[src/rtl/banco_reg_sb.sv]
// Register file with byte-enabled writes, NRD combinational read ports, optional
// write-to-read forwarding and a per-register pending scoreboard with a live count.
module banco_reg_sb #(
  parameter int ANCHO   = 32,
  parameter int N       = 5,
  parameter int NRD     = 2,
  parameter int ZERO_R0 = 1,
  parameter int BYPASS  = 1
) (
  input  logic                 clk,
  input  logic                 rst,
  input  logic                 we,
  input  logic [N-1:0]         addr_rd,
  input  logic [ANCHO-1:0]     data_in,
  input  logic [ANCHO/8-1:0]   be,
  input  logic [NRD*N-1:0]     addr_rs,
  output logic [NRD*ANCHO-1:0] rs,
  output logic [NRD-1:0]       rs_busy,
  input  logic                 res_en,
  input  logic [N-1:0]         res_addr,
  input  logic                 flush,
  output logic [N:0]           n_pend
);

  localparam int NREG = 1 << N;
  localparam int NB   = ANCHO / 8;

  logic [ANCHO-1:0] regs [NREG];
  logic [NREG-1:0]  pend, pend_nxt;
  logic [N:0]       cnt_nxt;
  logic             wr_ok, res_ok, we_live;

  // r0 is hard-wired to zero when ZERO_R0 is set, so it never takes writes or reserves.
  assign wr_ok   = we && !((ZERO_R0 != 0) && (addr_rd == '0));
  assign res_ok  = res_en && !((ZERO_R0 != 0) && (res_addr == '0));
  assign we_live = wr_ok && rst;

  // Order matters: write clears, reserve re-sets (reserve wins), flush overrides both.
  always_comb begin
    // NOTE: every always_comb output gets a default first so no latch is inferred.
    pend_nxt = pend;
    if (we)     pend_nxt[addr_rd]  = 1'b0;
    if (res_ok) pend_nxt[res_addr] = 1'b1;
    if (flush)  pend_nxt           = '0;
    cnt_nxt = '0;
    for (int i = 0; i < NREG; i++) begin
      cnt_nxt = cnt_nxt + {{N{1'b0}}, pend_nxt[i]};
    end
  end

  always_ff @(posedge clk or negedge rst) begin
    if (!rst) begin
      // NOTE: the storage array is reset explicitly because reads must return zero
      // during and after reset; this forces flops rather than a RAM macro.
      for (int i = 0; i < NREG; i++) begin
        regs[i] <= '0;
      end
      pend   <= '0;
      n_pend <= '0;
    end else begin
      // NOTE: sequential state uses non-blocking assignments only.
      if (wr_ok) begin
        for (int j = 0; j < NB; j++) begin
          if (be[j]) regs[addr_rd][j*8 +: 8] <= data_in[j*8 +: 8];
        end
      end
      pend   <= pend_nxt;
      n_pend <= cnt_nxt;
    end
  end

  for (genvar k = 0; k < NRD; k++) begin : g_rd
    logic [N-1:0]     a;
    logic [ANCHO-1:0] stored, data;
    logic             is_r0, hit, busy;

    assign a      = addr_rs[k*N +: N];
    assign stored = regs[a];
    assign is_r0  = (ZERO_R0 != 0) && (a == '0);
    assign hit    = (BYPASS != 0) && we_live && (addr_rd == a);

    always_comb begin
      data = stored;
      busy = pend[a];
      if (hit) begin
        busy = 1'b0;
        for (int j = 0; j < NB; j++) begin
          if (be[j]) data[j*8 +: 8] = data_in[j*8 +: 8];
        end
      end
      if (is_r0) begin
        data = '0;
        busy = 1'b0;
      end
    end

    assign rs[k*ANCHO +: ANCHO] = data;
    assign rs_busy[k]           = busy;
  end

endmodule

[config.mk]
export PLATFORM = sky130hd
export DESIGN_NAME = banco_reg_sb
export DESIGN_NICKNAME = d
export VERILOG_FILES = /design/src/rtl/banco_reg_sb.sv
export SDC_FILE = /design/constraint.sdc
export NUM_CORES = 2
export LEC_CHECK = 0
export BUFFER_PORTS_ARGS = -buffer_cell sky130_fd_sc_hd__buf_2
export CORE_UTILIZATION = 35
export DETAILED_ROUTE_END_ITERATION = 12
export MAX_ROUTING_LAYER = met4
export SKIP_CTS_REPAIR_TIMING = 1
export SYNTH_ARGS = -nofsm -noshare
export SYNTH_HDL_FRONTEND = slang
export SYNTH_SLANG_ARGS = --single-unit
[constraint.sdc]
create_clock -name clk -period 6.8 [get_ports clk]
set_input_delay 0.34 -clock clk [delete_from_list [all_inputs] [get_ports clk]]
set_output_delay 0.34 -clock clk [all_outputs]
set_load 0.01 [all_outputs]
---- Yosys cells after proc, flatten, opt, wreduce, memory -nomap -nowiden ----
Cells that the tools add are included.
W data, S select, Z words.
cells by class
  $add $sub $neg .......................... 31
  $mul .................................... 0
  div/mod/pow operators ................... 0
  $lt $le $gt $ge ......................... 10
  equality and inequality tests ........... 2
  shift operators ......................... 0
  mux-type cells .......................... 52
  bitwise gates (word level) .............. 6
  reduce and logical (&&, ||, !) cells .... 14
operators by type and width
  kind                  count
  $mux W1024            7
  $bwmux W1024          4
  $demux W32 S5         4
  $mux W32              12
  $bmux W32 S5          2
  $add A6 B1 Y6         26
  $mux W8               9
  $and A32 B32 Y32      1
  $not A32 Y32          1
  $or A32 B32 Y32       1
  $lt A5 B6 Y1 const B  4
  $mux W24              1
  $logic_not A5 Y1      4
  $ge A6 B6 Y1 const B  3
  $not A5 Y6            3
  $mux W16              1
  $bmux W1 S5           2
  $demux W1 S5          2
  $eq A5 B5 Y1          2
  $ge A5 B1 Y1 const B  2
  $logic_and A1 B1 Y1   8
  $mux W1               8
  $add A5 B1 Y6         1
  $lt A6 B1 Y1 const B  1
  5 further kinds       6
storage, ports and cells
  register bits after elaboration ......... 1062
  bits in latches ......................... 0
  memory bits (writable) .................. 0
  memory bits (read-only) ................. 0
  input bits .............................. 61
  output and inout port bits .............. 72
  logic and storage cells ................. 149
  memories ................................ 0

---- Longest topological paths before layout ----
  word-level depth ........................ 41
  mapped depth ............................ 24
  mapped depth without buffers ............ 21

---- Worst setup path after synthesis ----
OpenSTA, ideal clock, no wires.
  kind .................................... input to register
  start ................................... in addr_rd[0]
  end ..................................... reg n_pend[4]
  arrival time ............................ 5497 ps
  required time ........................... 6720 ps
  path slack .............................. 1223 ps
  stages on the path ...................... 21
  buffers on the path ..................... 3
  path through ............................ clkbuf_1 -> and2_1 -> clkbuf_1 -> buf_2 -> nand3_1 -> a22oi_1 -> or2_2 -> fa_1 -> fa_1 -> inv_1 -> fa_1 -> inv_1 -> fa_1 -> fa_1 -> inv_1 -> fa_1 -> ha_1 -> fa_1 -> a21o_1 -> a21oi_1 -> xnor2_1
on the way
  longest elaborated chain between the ends .. 41
ends and longest elaborated chain
  item                                                                       RTL line  text
  start: declaration                                                         13        input logic [N-1:0] addr_rd,
  $lt A5 B6 Y1 (implied by the code) / $ge A5 B1 Y1 (equally long branches)  42        if (we) pend_nxt[addr_rd] = 1'b0;
  $logic_and A1 B1 Y1 (implied by the code)                                  42
  $mux W1 (implied by the code)                                              42
  $demux W1 S5 (*)                                                           42
  $not A32 Y32 (no source line) (*)                                          --
  $and A32 B32 Y32 (no source line) (*)                                      --
  $mux W32 (*)                                                               42
  $or A32 B32 Y32 (no source line)                                           --
  (+2 left out)                                                              --
  $add A1 B1 Y2                                                              47        cnt_nxt = cnt_nxt + {{N{1'b0}}, pend_nxt[i]};
  $add A2 B1 Y3                                                              47
  $add A3 B1 Y4                                                              47
  $add A4 B1 Y5                                                              47
  $add A5 B1 Y6                                                              47
  $add A6 B1 Y6 (25 in series)                                               47
  $add A6 B1 Y6 (*)                                                          47
  net cnt_nxt[4]                                                             30        logic [N:0] cnt_nxt;
  end signal: assignment                                                     68        n_pend <= cnt_nxt;
  end: declaration                                                           22        output logic [N:0] n_pend
The timed path passes the listed nets; every way through them passes the cells marked *.
A chain may end at the register's enable or synchronous reset.

---- Worst setup path in the final report ----
  start ................................... in addr_rd[4]
  end ..................................... reg n_pend[4]
RTL lines
  item                                                                       RTL line  text
  $lt A5 B6 Y1 (implied by the code) / $ge A5 B1 Y1 (equally long branches)  42
  $logic_and A1 B1 Y1 (implied by the code)                                  42
  $mux W1 (implied by the code)                                              42
  $demux W1 S5 (*)                                                           42
  $not A32 Y32 (no source line) (*)                                          --
  $and A32 B32 Y32 (no source line) (*)                                      --
  $mux W32 (*)                                                               42
  $or A32 B32 Y32 (no source line)                                           --
  $mux W32 (*)                                                               43        if (res_ok) pend_nxt[res_addr] = 1'b1;
  $mux W32 (*)                                                               44        if (flush) pend_nxt = '0;
  net pend_nxt[17]                                                           29        logic [NREG-1:0] pend, pend_nxt;
  $add A6 B1 Y6 (*) (15 in series)                                           47
  net cnt_nxt[4]                                                             30
Marked as above.

==> results_tabular.tex <==
\begin{tabular}{lr}
\hline
Metric & Value \\
\hline
\multicolumn{2}{l}{\textbf{Status}} \\
Result of the run & complete, no violations \\
\multicolumn{2}{l}{\textbf{Floorplanning}} \\
Row count & 150 \\
IO Pins & 133 \\
Die Span Y & 412 um \\
Starting density of the core & 35.2\% \\
CORE AREA & between 150000 and 200000 um2 \\
Die W & slightly above 400 um \\
Full die area & $\sim$170000 um2 \\
\multicolumn{2}{l}{\textbf{GRT}} \\
Global-route wire length before repair & roughly 280000 um \\
Pin count of the biggest net entering global routing & around 160 \\
Global-route usage over all layers & 23.1\% \\
Antenna violations before repair & 14 \\
Vias in the first global route & between 30k and 40k \\
Gr ovfl total & 0 \\
\multicolumn{2}{l}{\textbf{Min path}} \\
Endpoint of the worst hold path & pend[11]\$\_DFF\_PN0\_ \\
HP Start & flush \\
Number of cells traversed by the worst hold path & 2 \\
Type of the worst min-delay path & in -> reg \\
\multicolumn{2}{l}{\textbf{STA}} \\
Final number of setup-violating endpoints & 0 \\
Period utilization & between 70\% and 80\% \\
Unrepaired setup endpoints after global routing & false \\
Max frequency & between 0.15 and 0.2 GHz \\
Post-Route Setup TNS & 0 ns \\
Number of hold violations in the final report & 0 \\
Actual transition at the worst max-transition pin & 1.06 ns \\
Minimum clock period after layout & $\sim$5.2 ns \\
Slew headroom & roughly 29\% \\
Worst setup slack after layout & 1.57 ns \\
Worst clock skew & approximately 0.017 ns \\
Max-slew violations & 0 \\
\multicolumn{2}{l}{\textbf{Worst setup path}} \\
Top fanout value on the critical path & 11 \\
CP Launch Type & input pin \\
R2r startpoint & pend[13]\$\_DFF\_PN0\_ \\
R2r setup slk & $\sim$1.6 ns \\
CP Class & in -> reg \\
Worst reg2reg path depth & 16 \\
Crit path required time & roughly 7.5 ns \\
Endpoint class of the critical path & flip-flop \\
Worst reg2reg endpoint & n\_pend[4]\$\_DFF\_PN0\_ \\
Worst path arrival time & about 5.9 ns \\
\multicolumn{2}{l}{\textbf{Pwr}} \\
Peak supply drop & between 150 and 200 uV \\
Psw & 4.63 mW \\
Reg power frac & 44.9\% \\
Clock share of power & around 38\% \\
Switching Share & between 20 and 30\% \\
Cell-internal power & $\sim$12 mW \\
Pwr/cell area & about 260 nW/um2 \\
Leakage power & $\sim$28 nW \\
Share of power burned in combinational logic & $\sim$18\% \\
\multicolumn{2}{l}{\textbf{Drt}} \\
DRC violation total after the first TritonRoute iteration & roughly 3.7k \\
Antenna violation net count after detailed routing & 0 \\
Routed wirelength normalized by instance count & 30.2 um \\
Final Routed Wirelength & about 190000 um \\
Remaining DRCs & 0 \\
Via density & around 6.0 \\
DR pass1 iterations & 5 \\
Vias & $\sim$38k \\
\multicolumn{2}{l}{\textbf{Logic synthesis}} \\
Top\_reg\_cell synth & sky130\_fd\_sc\_hd\_\_dfrtp\_1 \\
Synth Area per Inst & 14.5 um2 \\
Synthesized flop and latch total & between 1k and 1.5k \\
Number of library cell types mapped by synthesis & 65 \\
Yosys warning total & 0 \\
Syn Std Cell Area & $\sim$59000 um2 \\
Number of enable-type register cells in the synthesized netlist & 0 \\
Synthesized net count & roughly 4.2k \\
Fraction of the yosys area taken by sequential cells & approximately 45\% \\
Share of async-settable or async-resettable flops after synthesis & 100\% \\
Gate count after technology mapping & about 4.1k \\
\multicolumn{2}{l}{\textbf{Cells and area}} \\
Ratio of cells with drive above 1 in the final layout & 49.1\% \\
Commonest non-fill, non-tap cell in the layout & sky130\_fd\_sc\_hd\_\_dfrtp\_1 \\
Commonest non-fill, non-tap cells in the layout & sky130\_fd\_sc\_hd\_\_dfrtp\_1 (1062), sky130\_fd\_sc\_hd\_\_mux2\_2 (969), sky130\_fd\_sc\_hd\_\_mux4\_2 (501), sky130\_fd\_sc\_hd\_\_mux2i\_1 (172), sky130\_fd\_sc\_hd\_\_nor2\_2 (123) \\
Net count, final & between 4k and 5k \\
Final-layout fill cell count & around 15k \\
Area growth from synthesis to layout & 10.5\% \\
\multicolumn{2}{l}{\textbf{Place}} \\
Minimum setup slack after placement & between 0.9 and 1 ns \\
HPWL Detailed & about 120000 um \\
GPL Wtd Cong & just under 0.9 \\
Total of buffers placed on input and output ports & around 130 \\
\multicolumn{2}{l}{\textbf{Run}} \\
Max-cap violation count & 0 \\
\multicolumn{2}{l}{\textbf{Clock tree}} \\
Worst-path clk slew & 0.06 ns \\
CTS max path bufs & 3 \\
Worst-Skew Late Latency & between 0.7 and 0.8 ns \\
CTS Sinks & about 1.1k \\
Clock buffer count from CTS & 113 \\
Max H-tree Level & 3 \\
Clock tree from TritonCTS & built \\
Clock root cell & sky130\_fd\_sc\_hd\_\_clkbuf\_16 \\
\hline
\end{tabular}
-- cell type report --
type	instances	area [um2]	area share (%)
Tap cell	2204	2760	4.24
Inverter	49	185	0.284
Clock inverter	39	484	0.744
Multi-Input combinational cell	2582	30300	46.6
Clock buffer	172	3360	5.16
Antenna cell	14	35.0	0.0538
Sequential cell	1062	26600	40.8
Timing Repair Buffer	201	1370	2.11
-- sequential cells by signal (all words and copies together), names as in the netlist --
signal,flops
regs,1024
pend,32
n_pend,6
-- synth_stat cells (all sizes together) (3+ instances only) --
cell type	count	share of area (%)
a31oi	15	0.16
a21oi	76	0.65
mux4	507	19
or2	22	0.23
and3b	3	0.045
xor2	5	0.074
and3	9	0.096
o32ai	3	0.045
a211o	4	0.059
or3	4	0.042
xnor2	8	0.12
a222oi	4	0.068
nor2	218	1.9
dfrtp	1062	45
inv	49	0.31
nor3	17	0.16
a2111oi	4	0.059
o21ai	66	0.56
o22ai	11	0.12
and2	11	0.12
a22oi	73	0.93
a211oi	12	0.15
nand2b	6	0.064
buf	143	1.7
o2111ai	5	0.074
mux2	1006	19
nor3b	7	0.11
nor4	3	0.053
ha	7	0.15
a221o	33	0.56
fa	24	0.82
mux2i	172	2.9
a221oi	46	0.68
o31ai	4	0.051
o311ai	3	0.057
o211ai	16	0.20
nand2	103	0.66
nand3	44	0.37
clkbuf	226	1.4
a22o	3	0.045
nor2b	16	0.17
-- worst max-delay path by stage --
stage	startpoint	endpoint	slack [ns]
2_1_floorplan	addr_rd[0]	n_pend[4]$_DFF_PN0_	1.22
3_3_place_gp	addr_rd[1]	n_pend[4]$_DFF_PN0_	0.93
3_5_place_dp	addr_rd[4]	n_pend[4]$_DFF_PN0_	0.91
4_1_cts	pend[13]$_DFF_PN0_	n_pend[4]$_DFF_PN0_	1.58
5_1_grt	addr_rd[4]	n_pend[4]$_DFF_PN0_	1.27
6_report	addr_rd[4]	n_pend[4]$_DFF_PN0_	1.57
-- cells by family (layout without fill, tap and decap cells) --
family | count (synthesis) | in the layout | synth area share (%)
other | 0 | 14 | 0
AOI/OAI and AO/OA | 388 | 388 | 4.62
muxes | 1685 | 1685 | 41.6
adders and majority gates | 31 | 31 | 0.964
and+or+nand+nor | 465 | 465 | 4.08
xor gates and xnor gates | 13 | 13 | 0.193
DFF | 1062 | 1062 | 45.1
buffers and inverters | 418 | 461 | 3.50
-- power groups by stage --
stage	sequential, mW	clock [mW]	combinational, mW
floorplan	7.58	0	2.16
global placement	7.71	0	2.94
detailed placement	7.76	0	2.99
CTS	7.64	6.57	3.00
global route	7.77	6.80	3.17
finish	7.66	6.43	2.98
-- routing by layer --
| layer | vias up | global-route usage [%] | part of all wire, % |
|---|---|---|---|
| met1 | 20599 | 30.8 | 42 |
| met4 | 0 | 10.2 | 4.7 |
| met5 | - | - | 0 |
| met2 | 1371 | 34.5 | 46 |
| met3 | 374 | 4.07 | 6.8 |
| li1 | 15567 | - | - |
-- metrics by stage --
step	util, %	cells	area (um2)	hold WS [ns]	total power [mW]
after floorplan	-	4062	58900	0.0444	9.75
after global placement	36.6	6097	61200	0.377	10.7
after detailed placement	36.6	6097	61200	0.383	10.7
after CTS	38.9	6308	65100	-0.396	17.2
after global routing	38.9	6323	65100	0.173	17.7
final	38.9	6323	65100	0.154	17.1
-- worst max-delay path, stage by stage --
cell	delay (ns)
sky130_fd_sc_hd__buf_2	0.26
sky130_fd_sc_hd__nor3b_2	0.54
sky130_fd_sc_hd__nand3_1	0.14
sky130_fd_sc_hd__a22oi_1	0.17
sky130_fd_sc_hd__nor2_1	0.08
sky130_fd_sc_hd__inv_1	0.09
sky130_fd_sc_hd__fa_1	0.44
sky130_fd_sc_hd__fa_1	0.50
sky130_fd_sc_hd__inv_1	0.05
sky130_fd_sc_hd__fa_1	0.48
sky130_fd_sc_hd__inv_1	0.06
sky130_fd_sc_hd__fa_1	0.50
sky130_fd_sc_hd__fa_1	0.50
sky130_fd_sc_hd__inv_1	0.05
sky130_fd_sc_hd__fa_1	0.45
sky130_fd_sc_hd__ha_1	0.24
sky130_fd_sc_hd__fa_1	0.48
sky130_fd_sc_hd__a21o_1	0.19
sky130_fd_sc_hd__a21oi_1	0.17
sky130_fd_sc_hd__xnor2_1	0.14
(Power assumes the default switching activity.)
